--- src/rtl/step_watchdog_pkg.sv ---
// step_watchdog_pkg: shared types and helpers for the step-activity watchdog.
// Holds the supervisor state encoding, the default-timeout scale constant
// and the lowest-index priority encoder used to report the tripping channel.
package step_watchdog_pkg;

   // Supervisor states.
   typedef enum logic [1:0] {
      WD_DISARMED = 2'd0,
      WD_ARMED    = 2'd1,
      WD_TRIPPED  = 2'd2
   } wd_state_e;

   // Default per-channel timeout is this many seconds of clock cycles.
   localparam int unsigned WD_TIMEOUT_SECONDS = 10;

   // Widest channel vector the priority encoder handles.
   localparam int unsigned WD_MAX_CHAN = 16;

   // Index of the lowest set bit of vec; 0 when vec is all zeros.
   function automatic logic [3:0] wd_lowest_set(input logic [WD_MAX_CHAN-1:0] vec);
      logic [3:0] idx;
      idx = '0;
      for (int i = WD_MAX_CHAN - 1; i >= 0; i--) begin
         if (vec[i]) begin
            idx = 4'(i);
         end
      end
      return idx;
   endfunction

endpackage

--- src/rtl/step_wd_chan.sv ---
// step_wd_chan: one monitored step channel.
// Optional 2-flop input synchronizer (STEP_WATCHDOG_SYNC_EN), level-change
// detector, saturating idle counter, runtime timeout register and a
// registered alert flag. The alert is decoded only from the counter and
// timeout registers, so there is no combinational path from step_in.
module step_wd_chan
   import step_watchdog_pkg::*;
#(
   parameter int unsigned           CNT_BITS        = 32,
   parameter logic [CNT_BITS-1:0]   DEFAULT_TIMEOUT = '0
) (
   input  logic                clk,
   input  logic                rst,
   input  logic                step_in,
   input  logic                cfg_load,
   input  logic [CNT_BITS-1:0] cfg_timeout,
   output logic                alert,
   output logic [7:0]          idle_msb
);

   logic                step_s;
   logic                step_edge;
   logic                prev_q, prev_d;
   logic [CNT_BITS-1:0] count_q, count_d;
   logic [CNT_BITS-1:0] timeout_q, timeout_d;
   logic                alert_q, alert_d;

`ifdef STEP_WATCHDOG_SYNC_EN
   logic sync1_q, sync1_d;
   logic sync2_q, sync2_d;

   // Synchronizer next-state: shift the raw pin through two flops.
   always_comb begin
      sync1_d = step_in;
      sync2_d = sync1_q;
   end

   // Synchronizer registers; reset preloads the current pin level.
   always_ff @(posedge clk) begin
      if (rst) begin
         sync1_q <= step_in;
         sync2_q <= step_in;
      end else begin
         sync1_q <= sync1_d;
         sync2_q <= sync2_d;
      end
   end

   assign step_s = sync2_q;
`else
   assign step_s = step_in;
`endif

   // Edge detect, counter, timeout and alert next-state logic.
   always_comb begin
      step_edge = (step_s != prev_q);
      prev_d    = step_s;
      timeout_d = timeout_q;
      count_d   = count_q;
      if (cfg_load) begin
         // A new timeout restarts the idle measurement from zero.
         timeout_d = cfg_timeout;
         count_d   = '0;
      end else if (step_edge) begin
         // Activity beats saturation when both happen in the same cycle.
         count_d = '0;
      end else if (count_q != timeout_q) begin
         count_d = count_q + CNT_BITS'(1);
      end
      alert_d = (count_q == timeout_q) && (timeout_q != '0);
   end

   // Channel state registers; reset takes prev from the live input so
   // that leaving reset never produces a spurious edge.
   always_ff @(posedge clk) begin
      if (rst) begin
         prev_q    <= step_in;
         count_q   <= '0;
         timeout_q <= DEFAULT_TIMEOUT;
         alert_q   <= 1'b0;
      end else begin
         prev_q    <= prev_d;
         count_q   <= count_d;
         timeout_q <= timeout_d;
         alert_q   <= alert_d;
      end
   end

   assign alert    = alert_q;
   assign idle_msb = count_q[CNT_BITS-1 -: 8];

endmodule

--- src/rtl/step_watchdog.sv ---
// step_watchdog: NCHAN-channel step-activity watchdog.
// Each channel keeps an idle counter against a programmable timeout and
// raises alert when it saturates. An armed supervisor latches a sticky
// shutdown request, with the lowest tripping channel, when any alert
// selected by shutdown_mask is set. Define STEP_WATCHDOG_SYNC_EN to put a
// 2-flop synchronizer on every step input (external pins).
module step_watchdog
   import step_watchdog_pkg::*;
#(
   parameter int unsigned         NCHAN           = 6,
   parameter int unsigned         HZ              = 48_000_000,
   parameter int unsigned         CNT_BITS        = 32,
   parameter logic [CNT_BITS-1:0] DEFAULT_TIMEOUT = CNT_BITS'(HZ * WD_TIMEOUT_SECONDS),
   parameter int unsigned         CHAN_BITS       = (NCHAN > 1) ? $clog2(NCHAN) : 1
) (
   input  logic                 clk,
   input  logic                 rst,
   input  logic [NCHAN-1:0]     step,
   input  logic [NCHAN-1:0]     shutdown_mask,
   input  logic                 arm,
   input  logic                 disarm,
   input  logic                 clr,
   input  logic                 cfg_wr,
   input  logic [CHAN_BITS-1:0] cfg_chan,
   input  logic [CNT_BITS-1:0]  cfg_timeout,
   output logic [NCHAN-1:0]     alert,
   output logic                 armed,
   output logic                 req_shutdown,
   output logic                 fault_valid,
   output logic [CHAN_BITS-1:0] fault_chan,
   output logic [7:0]           dbg_idle_msb
);

   wd_state_e            state_q, state_d;
   logic                 req_q, req_d;
   logic                 fvalid_q, fvalid_d;
   logic [CHAN_BITS-1:0] fchan_q, fchan_d;

   logic [NCHAN-1:0]     cfg_load;
   logic [NCHAN-1:0]     trip_vec;
   logic                 trip;

   // Timeout write decode; out-of-range channel numbers select nothing.
   always_comb begin
      cfg_load = '0;
      for (int i = 0; i < int'(NCHAN); i++) begin
         if (cfg_wr && (cfg_chan == CHAN_BITS'(i))) begin
            cfg_load[i] = 1'b1;
         end
      end
   end

   for (genvar i = 0; i < int'(NCHAN); i++) begin : g_chan
      // Only the last channel's counter byte is exported for debug.
      logic [7:0] idle_msb_unused;

      step_wd_chan #(
         .CNT_BITS        (CNT_BITS),
         .DEFAULT_TIMEOUT (DEFAULT_TIMEOUT)
      ) u_chan (
         .clk         (clk),
         .rst         (rst),
         .step_in     (step[i]),
         .cfg_load    (cfg_load[i]),
         .cfg_timeout (cfg_timeout),
         .alert       (alert[i]),
         .idle_msb    (idle_msb_unused)
      );

      if (i == int'(NCHAN) - 1) begin : g_dbg
         assign dbg_idle_msb = idle_msb_unused;
      end
   end

   assign trip_vec = alert & shutdown_mask;
   assign trip     = |trip_vec;

   // Supervisor next-state and fault latch; priority clr > disarm > trip > arm.
   always_comb begin
      state_d  = state_q;
      req_d    = req_q;
      fvalid_d = fvalid_q;
      fchan_d  = fchan_q;
      case (state_q)
         WD_DISARMED: begin
            if (!clr && !disarm && arm) begin
               state_d = WD_ARMED;
            end
         end
         WD_ARMED: begin
            if (clr || disarm) begin
               state_d = WD_DISARMED;
            end else if (trip) begin
               state_d  = WD_TRIPPED;
               req_d    = 1'b1;
               fvalid_d = 1'b1;
               fchan_d  = CHAN_BITS'(wd_lowest_set(WD_MAX_CHAN'(trip_vec)));
            end
         end
         WD_TRIPPED: begin
            // Only clr leaves TRIPPED; fault_chan keeps the last culprit.
            if (clr) begin
               state_d  = WD_DISARMED;
               req_d    = 1'b0;
               fvalid_d = 1'b0;
            end
         end
         default: begin
            state_d  = WD_DISARMED;
            req_d    = 1'b0;
            fvalid_d = 1'b0;
         end
      endcase
   end

   // Supervisor and fault registers.
   always_ff @(posedge clk) begin
      if (rst) begin
         state_q  <= WD_DISARMED;
         req_q    <= 1'b0;
         fvalid_q <= 1'b0;
         fchan_q  <= '0;
      end else begin
         state_q  <= state_d;
         req_q    <= req_d;
         fvalid_q <= fvalid_d;
         fchan_q  <= fchan_d;
      end
   end

   assign armed        = (state_q == WD_ARMED);
   assign req_shutdown = req_q;
   assign fault_valid  = fvalid_q;
   assign fault_chan   = fchan_q;

endmodule

--- config.mk ---
export PLATFORM = sky130hd
export DESIGN_NAME = step_watchdog
export DESIGN_NICKNAME = d
export VERILOG_FILES = /design/src/rtl/step_watchdog_pkg.sv /design/src/rtl/step_wd_chan.sv /design/src/rtl/step_watchdog.sv
export SDC_FILE = /design/constraint.sdc
export NUM_CORES = 1
export LEC_CHECK = 0
export CORE_MARGIN = 3
export CORE_UTILIZATION = 55
export DETAILED_ROUTE_END_ITERATION = 8
export DONT_BUFFER_PORTS = 1
export PLACE_DENSITY = 0.78
export SLEW_MARGIN = 0
export SYNTH_ARGS = -nofsm -noshare
export SYNTH_HDL_FRONTEND = slang
export SYNTH_SLANG_ARGS = --single-unit
--- constraint.sdc ---
create_clock -name clk -period 2.3 [get_ports clk]
set_input_delay 0.345 -clock clk [delete_from_list [all_inputs] [get_ports clk]]
set_output_delay 0.345 -clock clk [all_outputs]
set_load 0.05 [all_outputs]
# Word level (Yosys, flattened, before mapping)
# Index checks and enable logic that the tools add are counted.
# Widths: inputs -> output; s select.
# word_totals
ff_bits,402
output_inout_bits,20
word_cells,122
# op_classes
n_addsub,6
eq_ne,30
mux,21
n_bitwise,3
n_reduce_logical,35
# op_table
cell,n
$add 32x1->32 const B,6
$eq 32x32->1,6
$ne 32x32->1,6
$reduce_bool 32->1,6
$mux 3,6
$reduce_or 3->1,6
$logic_and 1x1->1,14
$mux 1,9
$mux 2,4
$and 6x6->6,1
$eq 3x2->1 const B,2
$eq 3x3->1 const B,2
$ne 1x1->1,6
$ne 2x2->1 const B,3
$pmux 2 s3,1
$reduce_and 3->1,2
$reduce_or 6->1,1
$reduce_and 4->1,1
$eq 3x1->1 const B,1
$logic_not 3->1,1
$ne 3x1->1 const B,1
$pmux 1 s3,1
$eq 2x1->1 const B,1
$eq 2x2->1 const B,1
5 further kinds,7

# Longest topological paths before layout
# logic_depth
depth_word,7
ltp_mapped,9
depth_no_buf,7

# By module
# A second synthesis with hierarchy kept.
# unflattened
hier_cells,2262
hier_area_um2,20134.3
# by_module_without_submodules
module,n_inst,cells_each,area_each_um2
step_wd_chan (g_chan[0].u_chan ...),5,369,3285.7
step_wd_chan (g_chan[5].u_chan),1,367,3305.7
step_watchdog,1,50,400.4

# Least setup slack after synthesis
# OpenSTA, ideal clock, no wires.
# synth_path
path_kind,flip-flop to flip-flop
start,register g_chan[5].u_chan.count_q[12]
end,register g_chan[5].u_chan.count_q[1]
setup_time_ns,0.128
arrival_ns,2.096
t_required_ns,2.172
slack_ns,0.077
stages_incl_launch_ff,10
n_path_buf,3
synth_period_minus_slack_ns,2.223
cell_sequence,dfxtp_1 -> clkbuf_1 -> xnor2_1 -> nand4_1 -> nor4_2 -> and2_1 -> buf_2 -> buf_4 -> mux2i_1 -> nor2_1
# synth_via
elab_chain_cells,1
# synth_rtl
element,line_no,source
from (decl),step_wd_chan.sv:24,"logic [CNT_BITS-1:0] count_q, count_d;"
from (signal assigned),step_wd_chan.sv:83,count_q <= count_d;
$ne 32x32->1,step_wd_chan.sv:67,end else if (count_q != timeout_q) begin
# Every way passes these cells.
# A chain may end at the register's enable or synchronous reset.

# Worst setup path after layout
# layout_path
start,register g_chan[5].u_chan.count_q[8]
end,register g_chan[5].u_chan.count_q[31]
# layout_via
elab_chain_cells,1
word_cells_on_any_way,2
# layout_rtl
element,line_no
$add 32x1->32 or $ne 32x32->1 (tied branches),"step_wd_chan.sv:68, step_wd_chan.sv:67"
# Several ways; a longest one is shown, not always the timed one.

==> flow_summary.ini <==
[yosys]
syn-num-nets = 2478
synth_seq_area_share = 0.4130
synth.yosys.warnings = 0
syn-instance-count = 2419
mapped_avg_cell_area_um2 = 8.055
synth-async-reset-ratio = 0
synth_seq_cells = 402
mappedNetlistArea_mm2 = 0.01949
synth_edf_count = 0
synth_cell_types = 59
ys.flop_type = dfxtp_1

[layout]
final_layout_size_suffix_gt1_frac = 0.08875
final_cell_mix = 493 x nand2_1, 398 x dfxtp_1, 269 x xnor2_1
nets = 2598
final_util = 0.6623
finish.cell_count_without_fillers = 3027
most_frequent_standard_cell_in_the_layout_excluding_fill_and_tap_cells = nand2_1
syn2layout_area_growth_pct = 17.99

[pwr]
power.density_cell_area_mw_per_mm2 = 663.1
power.leakage_nw = 7.544
ir_worst_vdd_v = 0.0005017

[sta]
finalWorstPathRequiredPeriod_ps = 2181
worst_slew_margin_rel = 0.07865
final_max_slew_viol_count = 0
worst_slew_pin_slew_ps = 1371
post-route-worst-setup-slack_ps = 119.1
holdWs_ps = 94.62
max_freq_mhz = 458.5
final.period_utilization = 0.9482
report.final.hold_viol_count = 0
report.final.setup_viol = 0
worst_clock_skew_ps = 19.55

[die]
core_footprint_mm2 = 0.03471
die_outline_height_um = 194.2
dieWidth_um = 194.2
initial_utilization = 0.5613
io_pins = 73
die_area_mm2 = 0.03772
core.rowCount = 68

[setup_path]
cp.arrival_ps = 2680
worstSetupStartpoint = g_chan[5].u_chan.count_q[8]
setup.worst_path.end_class = flop
critical_path.endpoint = g_chan[5].u_chan.count_q[31]
r2r-start = g_chan[5].u_chan.count_q[8]
reg2reg_to = g_chan[5].u_chan.count_q[31]
worst_setup_path_start_kind = flop
reg2reg_slack_ps = 120
critPathRequiredTime_ps = 2800
critical_path_class = flop to flop
worstPathMaxFanout = 5
reg2regPathDepth = 6

[global_routing]
grt_pass1_vias = 17980
all_layer_global_routing_usage = 0.3137
grt_antenna_before_repair = 5
grt_remaining_overflow = 0
first_pass_grt_wire_length_um = 97190
grt_start_max_net_pins = 135

[route]
drt_first_iter_violations = 2266
route.detailed.vias_per_inst = 6.287
routedWlPerCell_um = 20.26
drtPass1Iterations = 6
drc = 0
final_antenna_net_count = 0
drt_wl_total_um = 61330
dr_total_vias = 19030

[outcome]
run_status = finished clean

[place]
detailedPlacementHpwl_um = 39960
place_inst = 2834
place_ws_ps = 68.71
io_buffers = 0
globalplace.congestion = 0.9537

[min_path]
hold_path_class = input port to flop
hold_path_startpoint = rst

[clocking]
clock_tree.buffer_depth = 3
cts_buffers = 43
tritoncts = built
depth_of_the_cts_h_tree = 2
clk_pin_slew_worst_paths_ps = 60
tritoncts_num_sinks = 402
buffer_type_at_the_clock_tree_root = clkbuf_16
clock_insertion_delay_worst_skew_ps = 560

[flow_run]
drv.max_cap_violation_count = 0
## how the worst min path moves through the flow
stage               depth (start not counted)                           end  slack [ps]
floorplan                                   0       g_chan[0].u_chan.prev_q         370
finish                                      2  g_chan[1].u_chan.count_q[25]          90
detailed placement                          0       g_chan[4].u_chan.prev_q         370
CTS                                         2  g_chan[1].u_chan.count_q[25]          40
global placement                            0       g_chan[5].u_chan.prev_q         370
global route                                2  g_chan[1].u_chan.count_q[25]          60
## registers in the layout, indices dropped and copies added (netlist names)
signal                   cells
g_chan.u_chan.count_q      192
g_chan.u_chan.timeout_q    192
g_chan.u_chan.alert          6
g_chan.u_chan.prev_q         6
fault_chan                   3
state_q                      2
fault_valid                  1
## timing repair
action,4_1_cts,5_1_grt
hold buffers,111,0
buffers inserted,0,4
gates resized for setup,0,9
setup endpoints to repair,0,14
endpoints found under the hold margin,210,0
## synth_stat cells (26+ instances only)
cell type,count,area [µm²]
nand3_1,84,420.4
a21oi_1,252,1261
a211oi_1,27,202.7
nand2_1,493,1851
xnor2_1,269,2356
clkbuf_1,116,435.4
nor4_1,65,406.6
or4_1,35,262.8
nor2_1,123,461.7
nand3b_1,65,488.0
dfxtp_1,402,8048
o21ai_0,46,230.2
or3_1,59,369.1
nand4_1,110,688.2
o31ai_1,26,195.2
## power breakdown
part | switching, mW | leakage (nW) | internal, mW | total, mW
sequential | 0.129 | 3.25 | 7.07 | 7.20
combinational | 0.454 | 3.57 | 0.306 | 0.760
clock | 2.96 | 0.723 | 4.33 | 7.29
total | 3.54 | 7.54 | 11.7 | 15.2
## layout make-up
class                      instances  area [µm²]
antenna                            3       7.507
clock buffer                      59        1276
sequential                       402        8053
fill                            2764       11720
tap                              455       569.3
timing repair buffer             225        2022
multi-input combinational       1844       10780
inverter                          23       86.33
clock inverter                    16       201.4
## per-layer routing
layer / global-route usage / part of all wire / up-vias
met4: 0.1707 / 0.063 / 6
met3: 0.05717 / 0.094 / 257
met2: 0.4883 / 0.44 / 985
met1: 0.4146 / 0.40 / 9039
met5: 0 / 0.00073 / -
li1: - / - / 8743
## worst max-delay path, cell delays in order, from the launching register on
cell	delay [ps]
dfxtp_1	400
nand4_1	210
nor4_4	450
nand3_1	160
or3_1	410
or4_1	400
nand2_1	70
## kinds of logic (layout without fill, tap and decap cells)
family                   Yosys count  in the layout  synth area share
AO/OA/AOI/OAI                    410            410            0.1225
adder cells (fa/ha/maj)            6              6          0.003852
buffers and inverters            173            323           0.03750
flip-flops                       402            402            0.4130
XOR/XNOR                         278            278            0.1250
multiplexers                      11             11          0.005651
other                              0              3                 0
AND/OR/NAND/NOR                 1139           1139            0.2925
## metrics by stage
step	cell area, µm²	setup TNS [ps]	total power [mW]
5_1_grt	22990	-16.86	15.62
2_1_floorplan	19490	0	7.762
6_report	22990	0	15.25
4_1_cts	22930	0	15.22
3_3_place_gp	20320	0	7.859
3_5_place_dp	20320	0	7.880
(Power assumes the default switching activity.)
